<file path="config.mk">
export PLATFORM = sky130hd
export DESIGN_NAME = tlight_monitor_flat
export DESIGN_NICKNAME = d
export VERILOG_FILES = /design/src/rtl/tlight_monitor_pkg.sv /design/src/rtl/tlight_monitor_if.sv /design/src/rtl/tlight_monitor_dwell_timer.sv /design/src/rtl/tlight_monitor.sv /design/src/flat_wrapper.sv
export SDC_FILE = /design/constraint.sdc
export NUM_CORES = 1
export LEC_CHECK = 0
export CORE_MARGIN = 2
export CORE_UTILIZATION = 24
export CTS_BUF_LIST = sky130_fd_sc_hd__clkbuf_4 sky130_fd_sc_hd__clkbuf_8 sky130_fd_sc_hd__clkbuf_16
export DETAILED_ROUTE_END_ITERATION = 16
export GPL_TIMING_DRIVEN = 0
export HOLD_SLACK_MARGIN = 0.12
export PLACE_DENSITY = 0.52
export SLEW_MARGIN = 20
export SYNTH_ARGS = -nofsm -noshare
export SYNTH_HDL_FRONTEND = slang
export SYNTH_SLANG_ARGS = --single-unit
export TNS_END_PERCENT = 20
</file>
<file path="constraint.sdc">
create_clock -name clock -period 3.56 [get_ports clock]
set_input_delay 0.712 -clock clock [delete_from_list [all_inputs] [get_ports clock]]
set_output_delay 0.712 -clock clock [all_outputs]
set_load 0.005 [all_outputs]
</file>
<file path="src/rtl/tlight_monitor_pkg.sv">
// rtl/tlight_monitor_pkg.sv - shared traffic-light types and monitor defaults
package tlight_package;

  typedef enum logic [1:0] {
    RED    = 2'd0,
    YELLOW = 2'd1,
    GREEN  = 2'd2
  } tlight_control_t;

  typedef enum logic [2:0] {
    UNSYNC  = 3'd0,
    ALL_RED = 3'd1,
    WE_RDY  = 3'd2,
    WE_GO   = 3'd3,
    WE_STOP = 3'd4,
    NS_RDY  = 3'd5,
    NS_GO   = 3'd6,
    NS_STOP = 3'd7
  } tlight_mon_state_t;

  localparam int TLM_MIN_GREEN  = 10;
  localparam int TLM_MAX_GREEN  = 20;
  localparam int TLM_MAX_YELLOW = 4;

  function automatic logic is_go(tlight_mon_state_t s);
    return (s == WE_GO) || (s == NS_GO);
  endfunction

  function automatic logic is_stop(tlight_mon_state_t s);
    return (s == WE_STOP) || (s == NS_STOP);
  endfunction

  function automatic logic is_quiet(tlight_mon_state_t s);
    return (s == UNSYNC) || (s == ALL_RED);
  endfunction

endpackage

</file>
<file path="src/rtl/tlight_monitor_if.sv">
// rtl/tlight_monitor_if.sv - observed north-south / west-east light bus
interface tlight_monitor_if;
  import tlight_package::*;

  tlight_control_t ns;
  tlight_control_t we;

  modport master (output ns, output we);
  modport slave  (input ns, input we);

endinterface

</file>
<file path="src/rtl/tlight_monitor_dwell_timer.sv">
// rtl/tlight_monitor_dwell_timer.sv - saturating dwell counter with restart, hold-zero and limit checks
module tlight_dwell_timer #(
  parameter int CNT_W = 8
) (
  input  logic             clock,
  input  logic             reset_n,
  input  logic             restart,
  input  logic             hold_zero,
  input  logic [CNT_W-1:0] min_limit,
  input  logic [CNT_W-1:0] max_limit,
  output logic             too_short,
  output logic             too_long
);

  localparam logic [CNT_W-1:0] CNT_MAX = '1;

  logic [CNT_W-1:0] count;
  logic [CNT_W-1:0] count_next;

  always_comb begin
    count_next = count;
    if (hold_zero) begin
      count_next = '0;
    end else if (restart) begin
      count_next = CNT_W'(1);
    end else if (count != CNT_MAX) begin
      count_next = count + CNT_W'(1);
    end
  end

  always_ff @(posedge clock) begin
    if (!reset_n) begin
      count <= '0;
    end else begin
      count <= count_next;
    end
  end

  // too_short judges the dwell just completed; too_long judges the value about to be stored
  assign too_short = (count < min_limit);
  assign too_long  = ({1'b0, count_next} == ({1'b0, max_limit} + {{CNT_W{1'b0}}, 1'b1}));

endmodule

</file>
<file path="src/rtl/tlight_monitor.sv">
// rtl/tlight_monitor.sv - passive traffic-light bus checker: phase decode, conflict, sequence and dwell errors
// Optional TLIGHT_MON_STATS_EN adds the cycles_done counter of legally completed STOP phases.
module tlight_monitor
  import tlight_package::*;
#(
  parameter int CNT_W      = 8,
  parameter int MIN_GREEN  = TLM_MIN_GREEN,
  parameter int MAX_GREEN  = TLM_MAX_GREEN,
  parameter int MAX_YELLOW = TLM_MAX_YELLOW
) (
  input  logic              clock,
  input  logic              reset_n,
  tlight_monitor_if.slave   lights,
  input  logic              clear_err,
  output tlight_mon_state_t phase,
  output logic              synced,
  output logic              err_conflict,
  output logic              err_sequence,
  output logic              err_timing,
  output logic              err_pulse,
  output logic [CNT_W-1:0]  err_count
`ifdef TLIGHT_MON_STATS_EN
  ,
  output logic [15:0]       cycles_done
`endif
);

  localparam logic [CNT_W-1:0] CNT_MAX = '1;
  localparam logic [CNT_W-1:0] MIN_G   = CNT_W'(MIN_GREEN);
  localparam logic [CNT_W-1:0] MAX_G   = CNT_W'(MAX_GREEN);
  localparam logic [CNT_W-1:0] MAX_Y   = CNT_W'(MAX_YELLOW);

  tlight_control_t   ns;
  tlight_control_t   we;
  tlight_mon_state_t phase_next;
  logic              rr, ry, rg, yr, gr;
  logic              conflict;
  logic              seq_err;
  logic              timing_err;
  logic              err_event;
  logic              restart;
  logic              hold_zero;
  logic [CNT_W-1:0]  max_limit;
  logic              too_short;
  logic              too_long;

  assign ns = lights.ns;
  assign we = lights.we;

  assign rr = (ns == RED)    && (we == RED);
  assign ry = (ns == RED)    && (we == YELLOW);
  assign rg = (ns == RED)    && (we == GREEN);
  assign yr = (ns == YELLOW) && (we == RED);
  assign gr = (ns == GREEN)  && (we == RED);

  always_ff @(posedge clock) begin
    if (!reset_n) begin
      phase <= UNSYNC;
    end else begin
      phase <= phase_next;
    end
  end

  always_comb begin
    phase_next = phase;
    conflict   = 1'b0;
    seq_err    = 1'b0;
    if ((ns != RED) && (we != RED)) begin
      conflict   = 1'b1;
      phase_next = UNSYNC;
    end else begin
      // each synced state accepts its own pair (hold) or its legal successors' pairs
      case (phase)
        UNSYNC:  if (rr) phase_next = ALL_RED;
        ALL_RED: begin
          if (ry)       phase_next = WE_RDY;
          else if (yr)  phase_next = NS_RDY;
          else if (!rr) seq_err    = 1'b1;
        end
        WE_RDY: begin
          if (rg)       phase_next = WE_GO;
          else if (!ry) seq_err    = 1'b1;
        end
        WE_GO: begin
          if (ry)       phase_next = WE_STOP;
          else if (!rg) seq_err    = 1'b1;
        end
        WE_STOP: begin
          if (rr)       phase_next = ALL_RED;
          else if (yr)  phase_next = NS_RDY;
          else if (!ry) seq_err    = 1'b1;
        end
        NS_RDY: begin
          if (gr)       phase_next = NS_GO;
          else if (!yr) seq_err    = 1'b1;
        end
        NS_GO: begin
          if (yr)       phase_next = NS_STOP;
          else if (!gr) seq_err    = 1'b1;
        end
        NS_STOP: begin
          if (rr)       phase_next = ALL_RED;
          else if (ry)  phase_next = WE_RDY;
          else if (!yr) seq_err    = 1'b1;
        end
        default: phase_next = UNSYNC;
      endcase
      if (seq_err) phase_next = UNSYNC;
    end
  end

  assign restart   = (phase_next != phase);
  assign hold_zero = is_quiet(phase_next);
  assign max_limit = is_go(phase_next) ? MAX_G : MAX_Y;

  tlight_dwell_timer #(
    .CNT_W(CNT_W)
  ) u_dwell (
    .clock    (clock),
    .reset_n  (reset_n),
    .restart  (restart),
    .hold_zero(hold_zero),
    .min_limit(MIN_G),
    .max_limit(max_limit),
    .too_short(too_short),
    .too_long (too_long)
  );

  // a conflict takes precedence over the dwell checks as well as the sequence check
  assign timing_err = !conflict &&
                      ((is_go(phase) && restart && too_short) || (too_long && !hold_zero));
  assign err_event  = conflict || seq_err || timing_err;

  always_ff @(posedge clock) begin
    if (!reset_n) begin
      synced       <= 1'b0;
      err_conflict <= 1'b0;
      err_sequence <= 1'b0;
      err_timing   <= 1'b0;
      err_pulse    <= 1'b0;
      err_count    <= '0;
    end else begin
      synced    <= (phase_next != UNSYNC);
      err_pulse <= err_event;
      if (clear_err) begin
        err_conflict <= conflict;
        err_sequence <= seq_err;
        err_timing   <= timing_err;
        err_count    <= err_event ? CNT_W'(1) : '0;
      end else begin
        err_conflict <= err_conflict | conflict;
        err_sequence <= err_sequence | seq_err;
        err_timing   <= err_timing   | timing_err;
        if (err_event && (err_count != CNT_MAX)) begin
          err_count <= err_count + CNT_W'(1);
        end
      end
    end
  end

`ifdef TLIGHT_MON_STATS_EN
  logic stop_exit;

  assign stop_exit = is_stop(phase) && restart && !conflict && !seq_err;

  always_ff @(posedge clock) begin
    if (!reset_n) begin
      cycles_done <= '0;
    end else begin
      cycles_done <= cycles_done + 16'(stop_exit);
    end
  end
`endif

endmodule

</file>
<file path="src/flat_wrapper.sv">
// flat-port wrapper written by rule: the top's interface ports become plain ports
module tlight_monitor_flat import tlight_package::*;
#(
  parameter int CNT_W      = 8,
  parameter int MIN_GREEN  = TLM_MIN_GREEN,
  parameter int MAX_GREEN  = TLM_MAX_GREEN,
  parameter int MAX_YELLOW = TLM_MAX_YELLOW
)
  (clock, reset_n, clear_err, phase, synced, err_conflict, err_sequence, err_timing, err_pulse, err_count, lights_ns, lights_we);
  tlight_monitor_if lights_i ();
  input  logic clock;
  input  logic reset_n;
  input  logic clear_err;
  output tlight_mon_state_t phase;
  output logic synced;
  output logic err_conflict;
  output logic err_sequence;
  output logic err_timing;
  output logic err_pulse;
  output logic [CNT_W-1:0] err_count;
  input wire logic [$bits(lights_i.ns)-1:0] lights_ns;
  input wire logic [$bits(lights_i.we)-1:0] lights_we;
  assign lights_i.ns = lights_ns;
  assign lights_i.we = lights_we;
  tlight_monitor #(.CNT_W(CNT_W), .MIN_GREEN(MIN_GREEN), .MAX_GREEN(MAX_GREEN), .MAX_YELLOW(MAX_YELLOW)) u_core (.clock(clock), .reset_n(reset_n), .lights(lights_i), .clear_err(clear_err), .phase(phase), .synced(synced), .err_conflict(err_conflict), .err_sequence(err_sequence), .err_timing(err_timing), .err_pulse(err_pulse), .err_count(err_count));
endmodule
</file>
# Word-level counts from Yosys, hierarchy flattened
# Cells that the tools add are included.
[op_classes]
muxes = 42
n_addsub = 3
bitwise = 3
n_lt_le_gt_ge = 1
n_eq_ne = 18
n_reduce_logical = 27
[op_table]
columns = ["cell", "count"]
rows = [
  ["2-to-1 mux 8 bit", 5],
  ["2-to-1 mux 3 bit", 12],
  ["one-hot mux 3 bit (8 select lines)", 1],
  ["2-to-1 mux 1 bit", 22],
  ["adder 8 x 1 -> 8 bit (second input constant)", 2],
  ["inequality test 8 bit (second input constant)", 2],
  ["== test 3 bit (second input constant)", 5],
  ["logical AND 1 bit", 11],
  ["adder 8 x 1 -> 9 bit (second input constant)", 1],
  ["== test 3 x 2 -> 1 bit (second input constant)", 3],
  ["== test 8 x 9 -> 1 bit", 1],
  ["< comparator 8 x 4 -> 1 bit (second input constant)", 1],
  ["one-hot mux 1 bit (7 select lines)", 1],
  ["== test 3 x 1 -> 1 bit (second input constant)", 2],
  ["zero test 3 bit", 2],
  ["logical OR 1 bit", 6],
  ["nonzero test 2 bit", 3],
  ["2-to-1 mux 5 bit", 1],
  ["== test 2 x 1 -> 1 bit (second input constant)", 2],
  ["== test 2 bit (second input constant)", 2],
  ["zero test 2 bit", 2],
  ["inequality test 3 bit", 1],
  ["bitwise OR 1 bit", 3],
  ["nonzero test 3 bit", 1],
  ["zero test 1 bit", 2],
]
[totals]
inputBits = 7
out_inout_bits = 16
regBits = 24

# Depth between registers and ports, before layout
# Gate-level depths: netlist of run 1.
[depth]
depth_word = 21
mapped_depth = 12
mapped_depth_nobuf = 10

# Hierarchy
# A second synthesis of run 1 with hierarchy kept.
[unflattened]
cells_unflattened = 256
area_unflattened_um2 = 2095.8
[modules_own_cells]
columns = ["mod", "cells_each", "n_inst", "seq_area_each_um2", "area_per_inst_um2"]
rows = [
  ["tlight_monitor", 149, 1, 320.3, 1232.4],
  ["tlight_dwell_timer", 107, 1, 160.2, 863.3],
]

# Worst setup path before layout of run 1
# OpenSTA, ideal clock, no wires.
[synth_path]
kind = "input port to flip-flop"
from = "in lights_we[1]"
to = "reg u_core.err_count[0]"
path_slack_ns = 0.181
path_stages = 10
setup_time_ns = 0.116
arrival_ns = 3.263
required_ns = 3.444
cell_sequence = "nor4b_1 > mux2_2 > or3_1 > o311ai_0 > and2_2 > a21oi_2 > a211o_1 > buf_6 > and3_1 > a41o_1"
[synth_between]
elab_chain_cells = 20
word_cells_on_any_way = 67
cone_classes = "1 x add/sub; 7 x eq/ne; 37 x mux; 22 x reduce/logical"
[synth_rtl]
columns = ["item", "line", "rtl"]
rows = [
  ["start: declaration", "flat_wrapper.sv:22", "input wire logic [$bits(lights_i.we)-1:0] lights_we;"],
  ["== test 2 x 1 -> 1 bit / zero test 2 bit (equally long branches)", "n/a", ""],
  ["logical AND 1 bit, on equally long branches", "tlight_monitor.sv:51, tlight_monitor.sv:50, tlight_monitor.sv:53", ""],
  ["2-to-1 mux 1 bit, on equally long branches", "n/a", ""],
  ["2-to-1 mux 1 bit, on equally long branches", "tlight_monitor.sv:90, tlight_monitor.sv:77, tlight_monitor.sv:103", ""],
  ["2-to-1 mux 1 bit, on equally long branches", "tlight_monitor.sv:89, tlight_monitor.sv:76, tlight_monitor.sv:102", ""],
  ["one-hot mux 1 bit (7 select lines)", "tlight_monitor.sv:73", "case (phase)"],
  ["2-to-1 mux 1 bit", "tlight_monitor.sv:68", "if ((ns != RED) && (we != RED)) begin"],
  ["2-to-1 mux 3 bit", "tlight_monitor.sv:108", "if (seq_err) phase_next = UNSYNC;"],
  ["(+4 left out)", "n/a", ""],
  ["adder 8 x 1 -> 9 bit", "tlight_monitor_dwell_timer.sv:41", "assign too_long = ({1'b0, count_next} == ({1'b0, max_limit} + {{CNT_W{1'b0}}, 1'b1}));"],
  ["== test 8 x 9 -> 1 bit", "tlight_monitor_dwell_timer.sv:41", ""],
  ["logical AND 1 bit", "tlight_monitor.sv:131", "((is_go(phase) && restart && too_short) || (too_long && !hold_zero));"],
  ["logical OR 1 bit", "tlight_monitor.sv:131", ""],
  ["logical AND 1 bit", "tlight_monitor.sv:130", "assign timing_err = !conflict &&"],
  ["logical OR 1 bit (*)", "tlight_monitor.sv:132", "assign err_event = conflict || seq_err || timing_err;"],
  ["2-to-1 mux 1 bit / logical AND 1 bit (equally long branches)", "tlight_monitor.sv:149, tlight_monitor.sv:154", ""],
  ["2-to-1 mux 8 bit / nonzero test 2 bit (equally long branches)", "n/a", ""],
  ["end signal: assignment", "tlight_monitor.sv:149", "err_count <= err_event ? CNT_W'(1) : '0;"],
  ["end signal: assignment", "tlight_monitor.sv:155", "err_count <= err_count + CNT_W'(1);"],
  ["end: declaration", "tlight_monitor.sv:21", "output logic [CNT_W-1:0] err_count"],
]
# Every way passes the cells marked *; elsewhere a longest branch is shown, timed or not. The select of a mux whose other input is x is not followed.
# A chain may end at the register's enable or synchronous reset.

# Worst setup path in the final report of run 1
[layout_path]
from = "in lights_ns[0]"
to = "reg u_core.err_count[0]"
[layout_between]
elab_chain_cells = 20
word_cells_on_any_way = 67
cone_classes = "1 x add/sub; 7 x eq/ne; 37 x mux; 22 x reduce/logical"
[layout_rtl]
columns = ["item", "line", "rtl"]
rows = [
  ["start: declaration", "flat_wrapper.sv:21", "input wire logic [$bits(lights_i.ns)-1:0] lights_ns;"],
  ["== test 2 x 1 -> 1 bit / zero test 2 bit (equally long branches)", "n/a", ""],
  ["logical AND 1 bit, on equally long branches", "tlight_monitor.sv:53, tlight_monitor.sv:50, tlight_monitor.sv:51", ""],
  ["2-to-1 mux 1 bit, on equally long branches", "n/a", ""],
  ["2-to-1 mux 1 bit, on equally long branches", "tlight_monitor.sv:103, tlight_monitor.sv:77, tlight_monitor.sv:90", ""],
  ["2-to-1 mux 1 bit, on equally long branches", "tlight_monitor.sv:102, tlight_monitor.sv:76, tlight_monitor.sv:89", ""],
  ["one-hot mux 1 bit (7 select lines)", "tlight_monitor.sv:73", ""],
  ["2-to-1 mux 1 bit", "tlight_monitor.sv:68", ""],
  ["2-to-1 mux 3 bit", "tlight_monitor.sv:108", ""],
  ["(+4 left out)", "n/a", ""],
  ["adder 8 x 1 -> 9 bit", "tlight_monitor_dwell_timer.sv:41", ""],
  ["== test 8 x 9 -> 1 bit", "tlight_monitor_dwell_timer.sv:41", ""],
  ["logical AND 1 bit", "tlight_monitor.sv:131", ""],
  ["logical OR 1 bit", "tlight_monitor.sv:131", ""],
  ["logical AND 1 bit", "tlight_monitor.sv:130", ""],
  ["logical OR 1 bit (*)", "tlight_monitor.sv:132", ""],
  ["2-to-1 mux 1 bit / logical AND 1 bit (equally long branches)", "tlight_monitor.sv:149, tlight_monitor.sv:154", ""],
  ["2-to-1 mux 8 bit / nonzero test 2 bit (equally long branches)", "n/a", ""],
]
# Marked as above.

==> metrics.sh, run 1 <==
RUN_STATUS='finished, final reports clean'
PERIOD_NEEDED_PS=3380
PLACED_CELLS=332
WORST_SLACK_PS=178
YOSYS-TOP-CELLS-AREA='sky130_fd_sc_hd__dfxtp_1 27%, sky130_fd_sc_hd__nand2_1 4.5%, sky130_fd_sc_hd__clkbuf_8 3.9%'
MIN_DELAY_WORST_ENDPOINT='u_core.err_count[4]'
DP.FINAL_HPWL_UM=3010
DP_SLACK_PS=-736
TRACK_USAGE_PCT=11.1
CTS_ROOT_BUFFER='sky130_fd_sc_hd__clkbuf_8'
FINALSETUPVIOLCOUNT=0
TIMING.HOLD.WORST_PATH_DEPTH=2
SYNTH_SEQUENTIAL_AREA_RATIO_PCT=27.4
TIGHTESTPINTRANSITION_PS=510
POWER_PER_CELL_AREA_nW_PER_UM2=266
SYNTH_AREA_PER_CELL_UM2=8.26
YS_SEQ_ELEMENTS=24
DESIGN.DIE.AREA_UM2=7990
VIAS_AFTER_DETAILED_ROUTING=1701
CTS.HOLD.BUFFERS_ADDED=0
GRT_SETUP_UNREPAIRED='false'
POST_SYNTH_NUM_CELL_TYPES=64
TOTAL_CTS_BUFFERS=3
DRTANTENNAVIOLNETS=0
PORTBUFFERS=21
YOSYS.AREA.TOP_TYPE_SHARE_PCT=27.4
YS_WARN_COUNT=0
DR.FIRST_ITER.DRC_COUNT=130
WORSTREGTOREGCELLS=11
CELL_TAKING_THE_MOST_AREA_AFTER_SYNTHESIS='sky130_fd_sc_hd__dfxtp_1'
END_KIND='flop'
FINAL_LAYOUT_SIZE_SUFFIX_GT1_SHARE_PCT=15.9
FLOORPLAN.INITIALDENSITY_PCT=24.4
FF2FF_SETUP_SLACK_PS=620
CORE_UM2=7180
WORST_SKEW_PAIR.LATE_LATENCY_PS=270
INSERTEDDIODECOUNT=0
FINAL_WIRELENGTH_UM=4320
WORST_IR_DROP_VDD_uV=152
CLKSINKCOUNT=24
TOP_LEVEL_PORTS=23
TNS_PS=0
PATH_CELLS='dlygate4sd2_1 > buf_6 > xnor2_1 > o311ai_2 > o311ai_4 > or3_4 > mux2_4 > a21bo_1 > a211o_1 > buf_6 > and3_1 > a41o_1'
CRIT_ARRIVAL_PS=3550
CP_BUFS_INVS=3
FINALWEIGHTEDCONGESTION=0.797
FINAL-HOLD-VIOLATION-COUNT=0
GRT_PASS1_VIAS=1484
WORSTHOLDSTART='u_core.err_count[4]'
DIE_WIDTH_UM=89.4
STATIC-LEAKAGE-POWER_nW=0.839
GRT_ANTENNA_BEFORE_REPAIR=0
WORSTSETUPSTARTPOINTTYPE='primary input'
CTS.REPORTEDPATHS.CLKPINSLEW_PS=90
CRITICALPATHCATEGORY='primary input to flop'
DETAIL_ROUTE.VIAS_PER_CELL=5.03
GRT_PASS1_WL_UM=7210
CPPEAKSTAGEDELAY_PS=420
LAYOUT.CELLS.NON_FILLER=338
RR_ENDPOINT='u_core.err_count[0]'
GRT.OVERFLOW.TOTAL=0
DRC=0
FINISH.UTILIZATION_PCT=30.9
CLOCK-SKEW-FINAL_PS=4.95
MOSTFREQUENTLAYOUTCELLS='24 x sky130_fd_sc_hd__dfxtp_1, 21 x sky130_fd_sc_hd__nand2_1, 17 x sky130_fd_sc_hd__nor2_1, 17 x sky130_fd_sc_hd__clkdlybuf4s50_1, 11 x sky130_fd_sc_hd__a21oi_1'
SYNTHESIS.INSTANCES=212
ROW_COUNT=31
FIRST_PASS_ITERS=4
FINAL_COMMON_CELL='sky130_fd_sc_hd__dfxtp_1'
MAX_CAP_VIOLATIONS=0
MIN_PATH_TYPE='flop to flop'
P_TOTAL_uW=589
ROUTED_WIRELENGTH_NORMALIZED_BY_INSTANCE_COUNT_UM=12.8
FINAL_NET_COUNT=249
CRIT_PATH_TOP_DELAY_CELL='sky130_fd_sc_hd__or3_4'
FILLCELLCOUNT=755
TRITONCTS_CLOCK_TREE='yes'
POSTSYNTH.TOPFLOPCELL='sky130_fd_sc_hd__dfxtp_1'
MAX-CLOCK-PATH-BUFFERS=2
POST_SYNTH_EDFFS=0
SYN-NUM-NETS=221
CRIT_PATH_FREQUENT_CELL='sky130_fd_sc_hd__buf_6'
DIE_HEIGHT_UM=89.4
WORST_PATH_DOMINANT_CELL_FAMILY='compound AO/OA/AOI/OAI gates'
SYNTHTOLAYOUTAREAGROWTH_PCT=26.5
REG2REG_FROM='u_core.phase[2]'
FINAL_MIN_PERIOD_OVER_CLOCK_PERIOD_PCT=95.0
WORSTPATHREQUIRED_PS=3730
MAXIMUM_NUMBER_OF_PINS_ON_ONE_NET_BEFORE_GLOBAL_ROUTE_REPAIR=15
FMAX_GHz=0.296
FINALMAXSLEWVIOLATIONS=0
CP_MAX_FO=10
TIMING.SLEW.HEADROOM_PCT=65.8
SYNTH-ASYNC-RESET-RATIO_PCT=0
POST_SYNTH_INSTANCE_AREA_UM2=1750
CTS.HTREE.LEVELS=1
==> flip-flops by register name (all words and copies together) (netlist names) <==
signal and cells:
u_core.err_conflict 1, u_core.err_count 8, u_core.err_pulse 1, u_core.err_sequence 1, u_core.err_timing 1, u_core.phase 3, u_core.synced 1, u_core.u_dwell.count 8
==> report_power, final <==
group	total (mW)	internal [mW]	switching, mW	leakage (nW)
clock network	0.242	0.150	0.0912	0.0357
registers	0.276	0.272	0.00367	0.194
logic	0.0723	0.0344	0.0378	0.609
==> final cells by class <==
class	instances	area (um2)	area share (%)
plain buffers	12	125	5.65
clock buffers	3	41.3	1.86
flip-flops and latches	24	480	21.7
repair buffers	23	231	10.5
clock inverters	1	30.0	1.36
multi-input cells	171	1160	52.5
well taps	99	124	5.59
inverters	5	18.8	0.847
==> tightest hold or removal path, delay by kind of cell, from the launching register on <==
kind	cells	cell delay, ps
and+or+nand+nor	1	60
muxes	1	60
DFF	1	340
==> through the flow <==
step           area (um2)  hold slack, ps
2_1_floorplan        1750             471
5_1_grt              2210             541
3_3_place_gp         2080             478
6_report             2210             497
4_1_cts              2190             506
3_5_place_dp         2080             489
==> cells by family (layout without fill, tap and decap cells) <==
kind of cell             after synthesis  count (layout)  synth area share, %
adder cells (fa/ha/maj)                2               2                 1.43
AO/OA/AOI/OAI                         47              47                 20.4
XOR/XNOR                              10              10                 5.00
buffers and inverters                 17              44                 8.22
multiplexers                           8               8                 4.93
flip-flops                            24              24                 27.4
AND/OR/NAND/NOR                      104             104                 32.6
==> synth_stat cells (5+ instances only) <==
cell / n
sky130_fd_sc_hd__dfxtp_1: 24
sky130_fd_sc_hd__nand2_1: 21
sky130_fd_sc_hd__nor2_1: 17
sky130_fd_sc_hd__a21oi_1: 11
sky130_fd_sc_hd__nor3_1: 11
sky130_fd_sc_hd__nand3_1: 10
sky130_fd_sc_hd__and3_1: 9
sky130_fd_sc_hd__mux2i_1: 6
sky130_fd_sc_hd__nand2b_1: 6
sky130_fd_sc_hd__clkbuf_8: 5
sky130_fd_sc_hd__inv_1: 5
sky130_fd_sc_hd__nand4_1: 5
sky130_fd_sc_hd__xnor2_1: 5
sky130_fd_sc_hd__xor2_1: 5
==> worst max path at each step <==
stage	start	to	slack, ps	cells past startpoint
CTS	lights_we[1]	u_core.err_count[0]	10	12
floorplan	lights_we[1]	u_core.err_count[0]	180	10
detailed placement	lights_ns[1]	u_core.err_count[0]	-740	11
global placement	lights_ns[1]	u_core.err_count[0]	-790	11
global route	lights_ns[0]	u_core.err_count[0]	90	12
finish	lights_ns[0]	u_core.err_count[0]	180	12
==> per-layer routing <==
layer | part of all wire, % | up-vias | wire length, um | track usage (%)
met5 | 0 | - | 0 | 0
met4 | 0 | 0 | 0 | 0.814
met3 | 6.7 | 0 | 289 | 2.22
met2 | 47 | 66 | 2020 | 17.2
met1 | 46 | 796 | 2010 | 16.6
li1 | - | 839 | - | -
==> timing repair <==
item,CTS,global route
pin swaps,1,1
endpoints found under the setup margin,17,9
resized for setup,6,4
setup buffers,1,1
No activity file was read; power rests on OpenSTA's default activity.
==> run 2: changes to the inputs <==
--- a/config.mk
+++ b/config.mk
@@ -12,6 +12,7 @@
 export GPL_TIMING_DRIVEN = 0
 export HOLD_SLACK_MARGIN = 0.12
 export PLACE_DENSITY = 0.52
+export SETUP_SLACK_MARGIN = 0.1
 export SLEW_MARGIN = 20
 export SYNTH_ARGS = -nofsm -noshare
 export SYNTH_HDL_FRONTEND = slang
==> metrics.sh, run 2 (synthesis results as in run 1) <==
CORE_UM2=7180
GRT_SETUP_UNREPAIRED='false'
FIRST_PASS_ITERS=4
TIGHTESTPINTRANSITION_PS=405
RR_ENDPOINT='u_core.err_count[0]'
LAYOUT.CELLS.NON_FILLER=338
INSERTEDDIODECOUNT=0
MAX-CLOCK-PATH-BUFFERS=2
FINAL_MIN_PERIOD_OVER_CLOCK_PERIOD_PCT=93.4
PATH_CELLS='dlygate4sd2_1 > buf_6 > xnor2_1 > o311ai_2 > o311ai_2 > or3_4 > mux2_4 > a21bo_1 > a211o_1 > buf_6 > and3_1 > a41o_1'
CTS.HOLD.BUFFERS_ADDED=0
WORSTREGTOREGCELLS=11
WORSTSETUPSTARTPOINTTYPE='primary input'
FINAL_LAYOUT_SIZE_SUFFIX_GT1_SHARE_PCT=16.3
CRITICALPATHCATEGORY='primary input to flop'
PART_OF_THE_TOTAL_POWER_DISSIPATED_IN_THE_CLOCK_NETWORK_PCT=41.0
DRC=0
CP_BUFS_INVS=3
P_SWITCHING_uW=132
CRIT_ARRIVAL_PS=3500
ROW_COUNT=31
PLACE_AREA_UM2=2080
CLKSINKCOUNT=24
FINAL-HOLD-VIOLATION-COUNT=0
P_TOTAL_uW=589
MOSTFREQUENTLAYOUTCELLS='24 x sky130_fd_sc_hd__dfxtp_1, 21 x sky130_fd_sc_hd__nand2_1, 17 x sky130_fd_sc_hd__nor2_1, 17 x sky130_fd_sc_hd__clkdlybuf4s50_1, 11 x sky130_fd_sc_hd__a21oi_1'
SYNTHTOLAYOUTAREAGROWTH_PCT=26.0
WORST_SLACK_PS=235
CPPEAKSTAGEDELAY_PS=410
DRTANTENNAVIOLNETS=0
DETAIL_ROUTE.VIAS_PER_CELL=4.98
DIE_WIDTH_UM=89.4
TRITONCTS_CLOCK_TREE='yes'
MAX_CAP_VIOLATIONS=0
SHARE_SEQ_OF_TOTAL_POWER_PCT=46.8
TOP_LEVEL_PORTS=23
FINALWEIGHTEDCONGESTION=0.797
PLACED_CELLS=332
CTS.REPORTEDPATHS.CLKPINSLEW_PS=90
PORTBUFFERS=21
LARGEST_REGISTERS='u_core.err_count x8, u_core.u_dwell.count x8, u_core.phase x3'
GRT_PASS1_WL_UM=7250
END_KIND='flop'
MAXIMUM_NUMBER_OF_PINS_ON_ONE_NET_BEFORE_GLOBAL_ROUTE_REPAIR=15
PATH_DEPTH=12
FLOORPLAN.INITIALDENSITY_PCT=24.4
CTS_ROOT_BUFFER='sky130_fd_sc_hd__clkbuf_8'
POWER.INTERNAL_uW=456
MIN_PATH_TYPE='flop to flop'
TOTAL_CTS_BUFFERS=3
WORST_PATH_DOMINANT_CELL_FAMILY='compound AO/OA/AOI/OAI gates'
REG2REG_FROM='u_core.phase[2]'
TNS_PS=0
GRT_PASS1_VIAS=1489
FINAL_COMMON_CELL='sky130_fd_sc_hd__dfxtp_1'
FINISH.UTILIZATION_PCT=30.7
DP_SLACK_PS=-736
ROUTED_WIRELENGTH_NORMALIZED_BY_INSTANCE_COUNT_UM=12.8
TRACK_USAGE_PCT=11.2
MIN_DELAY_WORST_ENDPOINT='u_core.err_count[4]'
WORST_SKEW_PAIR.LATE_LATENCY_PS=270
DIE_HEIGHT_UM=89.4
WORSTHOLDSTART='u_core.err_count[4]'
POWER.SWITCHING_FRACTION_PCT=22.5
FINAL_NET_COUNT=249
HOLDWS_PS=498
PERIOD_NEEDED_PS=3330
VIAS_AFTER_DETAILED_ROUTING=1683
DP.FINAL_HPWL_UM=3010
FINALSETUPVIOLCOUNT=0
DESIGN.DIE.AREA_UM2=7990
TIMING.SLEW.HEADROOM_PCT=72.9
FMAX_GHz=0.301
DR.FIRST_ITER.DRC_COUNT=116
CP_MAX_FO=10
POWER_FRAC_COMB_PCT=12.2
WORSTPATHREQUIRED_PS=3730
POWER_PER_CELL_AREA_nW_PER_UM2=267
STATIC-LEAKAGE-POWER_nW=0.824
GRT.OVERFLOW.TOTAL=0
GRT_ANTENNA_BEFORE_REPAIR=0
FF2FF_SETUP_SLACK_PS=620
CLOCK-SKEW-FINAL_PS=4.73
FINALMAXSLEWVIOLATIONS=0
CTS.HTREE.LEVELS=1
TIMING.HOLD.WORST_PATH_DEPTH=2
CRIT_PATH_TOP_DELAY_CELL='sky130_fd_sc_hd__or3_4'
WORST_IR_DROP_VDD_uV=152
RUN_STATUS='finished, final reports clean'
FINALINSTANCEAREA_UM2=2210
FINAL_WIRELENGTH_UM=4330
run 2: layout make-up:
cell class / count / area, um2
Clock buffer: 3 / 41.3
Multi-Input combinational cell: 171 / 1160
Sequential cell: 24 / 480
Inverter: 5 / 18.8
Buffer: 12 / 125
Fill cell: 757 / 4970
Timing Repair Buffer: 23 / 225
Tap cell: 99 / 124
Clock inverter: 1 / 30.0
run 2: what timing repair did:
item | in CTS | in global routing
endpoints found under the setup margin | 17 | 8
pin swaps | 1 | 0
resized for setup | 8 | 3
buffers inserted | 2 | 0
run 2: worst max-delay path by stage:
| stage | start | endpoint | slack [ps] |
|---|---|---|---|
| after floorplan | lights_we[1] | u_core.err_count[0] | 180 |
| after global placement | lights_ns[1] | u_core.err_count[0] | -790 |
| after detailed placement | lights_ns[1] | u_core.err_count[0] | -740 |
| after CTS | lights_we[0] | u_core.err_count[0] | 100 |
| after global routing | lights_ns[1] | u_core.err_count[0] | 100 |
| final | lights_ns[0] | u_core.err_count[0] | 230 |
run 2: power by group through the flow:
stage / logic (mW) / registers, mW / clock network (mW)
after global placement: 0.0699 / 0.282 / 0
final: 0.0717 / 0.276 / 0.241
after CTS: 0.0714 / 0.276 / 0.255
after floorplan: 0.0442 / 0.281 / 0
after global routing: 0.0782 / 0.276 / 0.262
after detailed placement: 0.0698 / 0.282 / 0
run 2: routing by layer:
| metal | track usage [%] | share of wire (%) | vias to the layer above |
|---|---|---|---|
| met3 | 2.22 | 4.7 | 0 |
| met1 | 16.7 | 48 | 802 |
| met5 | 0 | 0 | - |
| met2 | 17.4 | 47 | 43 |
| met4 | 0.814 | 0 | 0 |
| li1 | - | - | 838 |
run 2: worst register-to-register path, stage by stage (launching register included):
cell                       delay [ps]
sky130_fd_sc_hd__dfxtp_1          510
sky130_fd_sc_hd__clkbuf_8         240
sky130_fd_sc_hd__o31ai_1           80
sky130_fd_sc_hd__a221o_2          330
sky130_fd_sc_hd__a21oi_1          230
sky130_fd_sc_hd__or3_4            190
sky130_fd_sc_hd__mux2_4           300
sky130_fd_sc_hd__a21bo_1          180
sky130_fd_sc_hd__a211o_1          280
sky130_fd_sc_hd__buf_6            140
sky130_fd_sc_hd__and3_1           160
sky130_fd_sc_hd__a41o_1           190
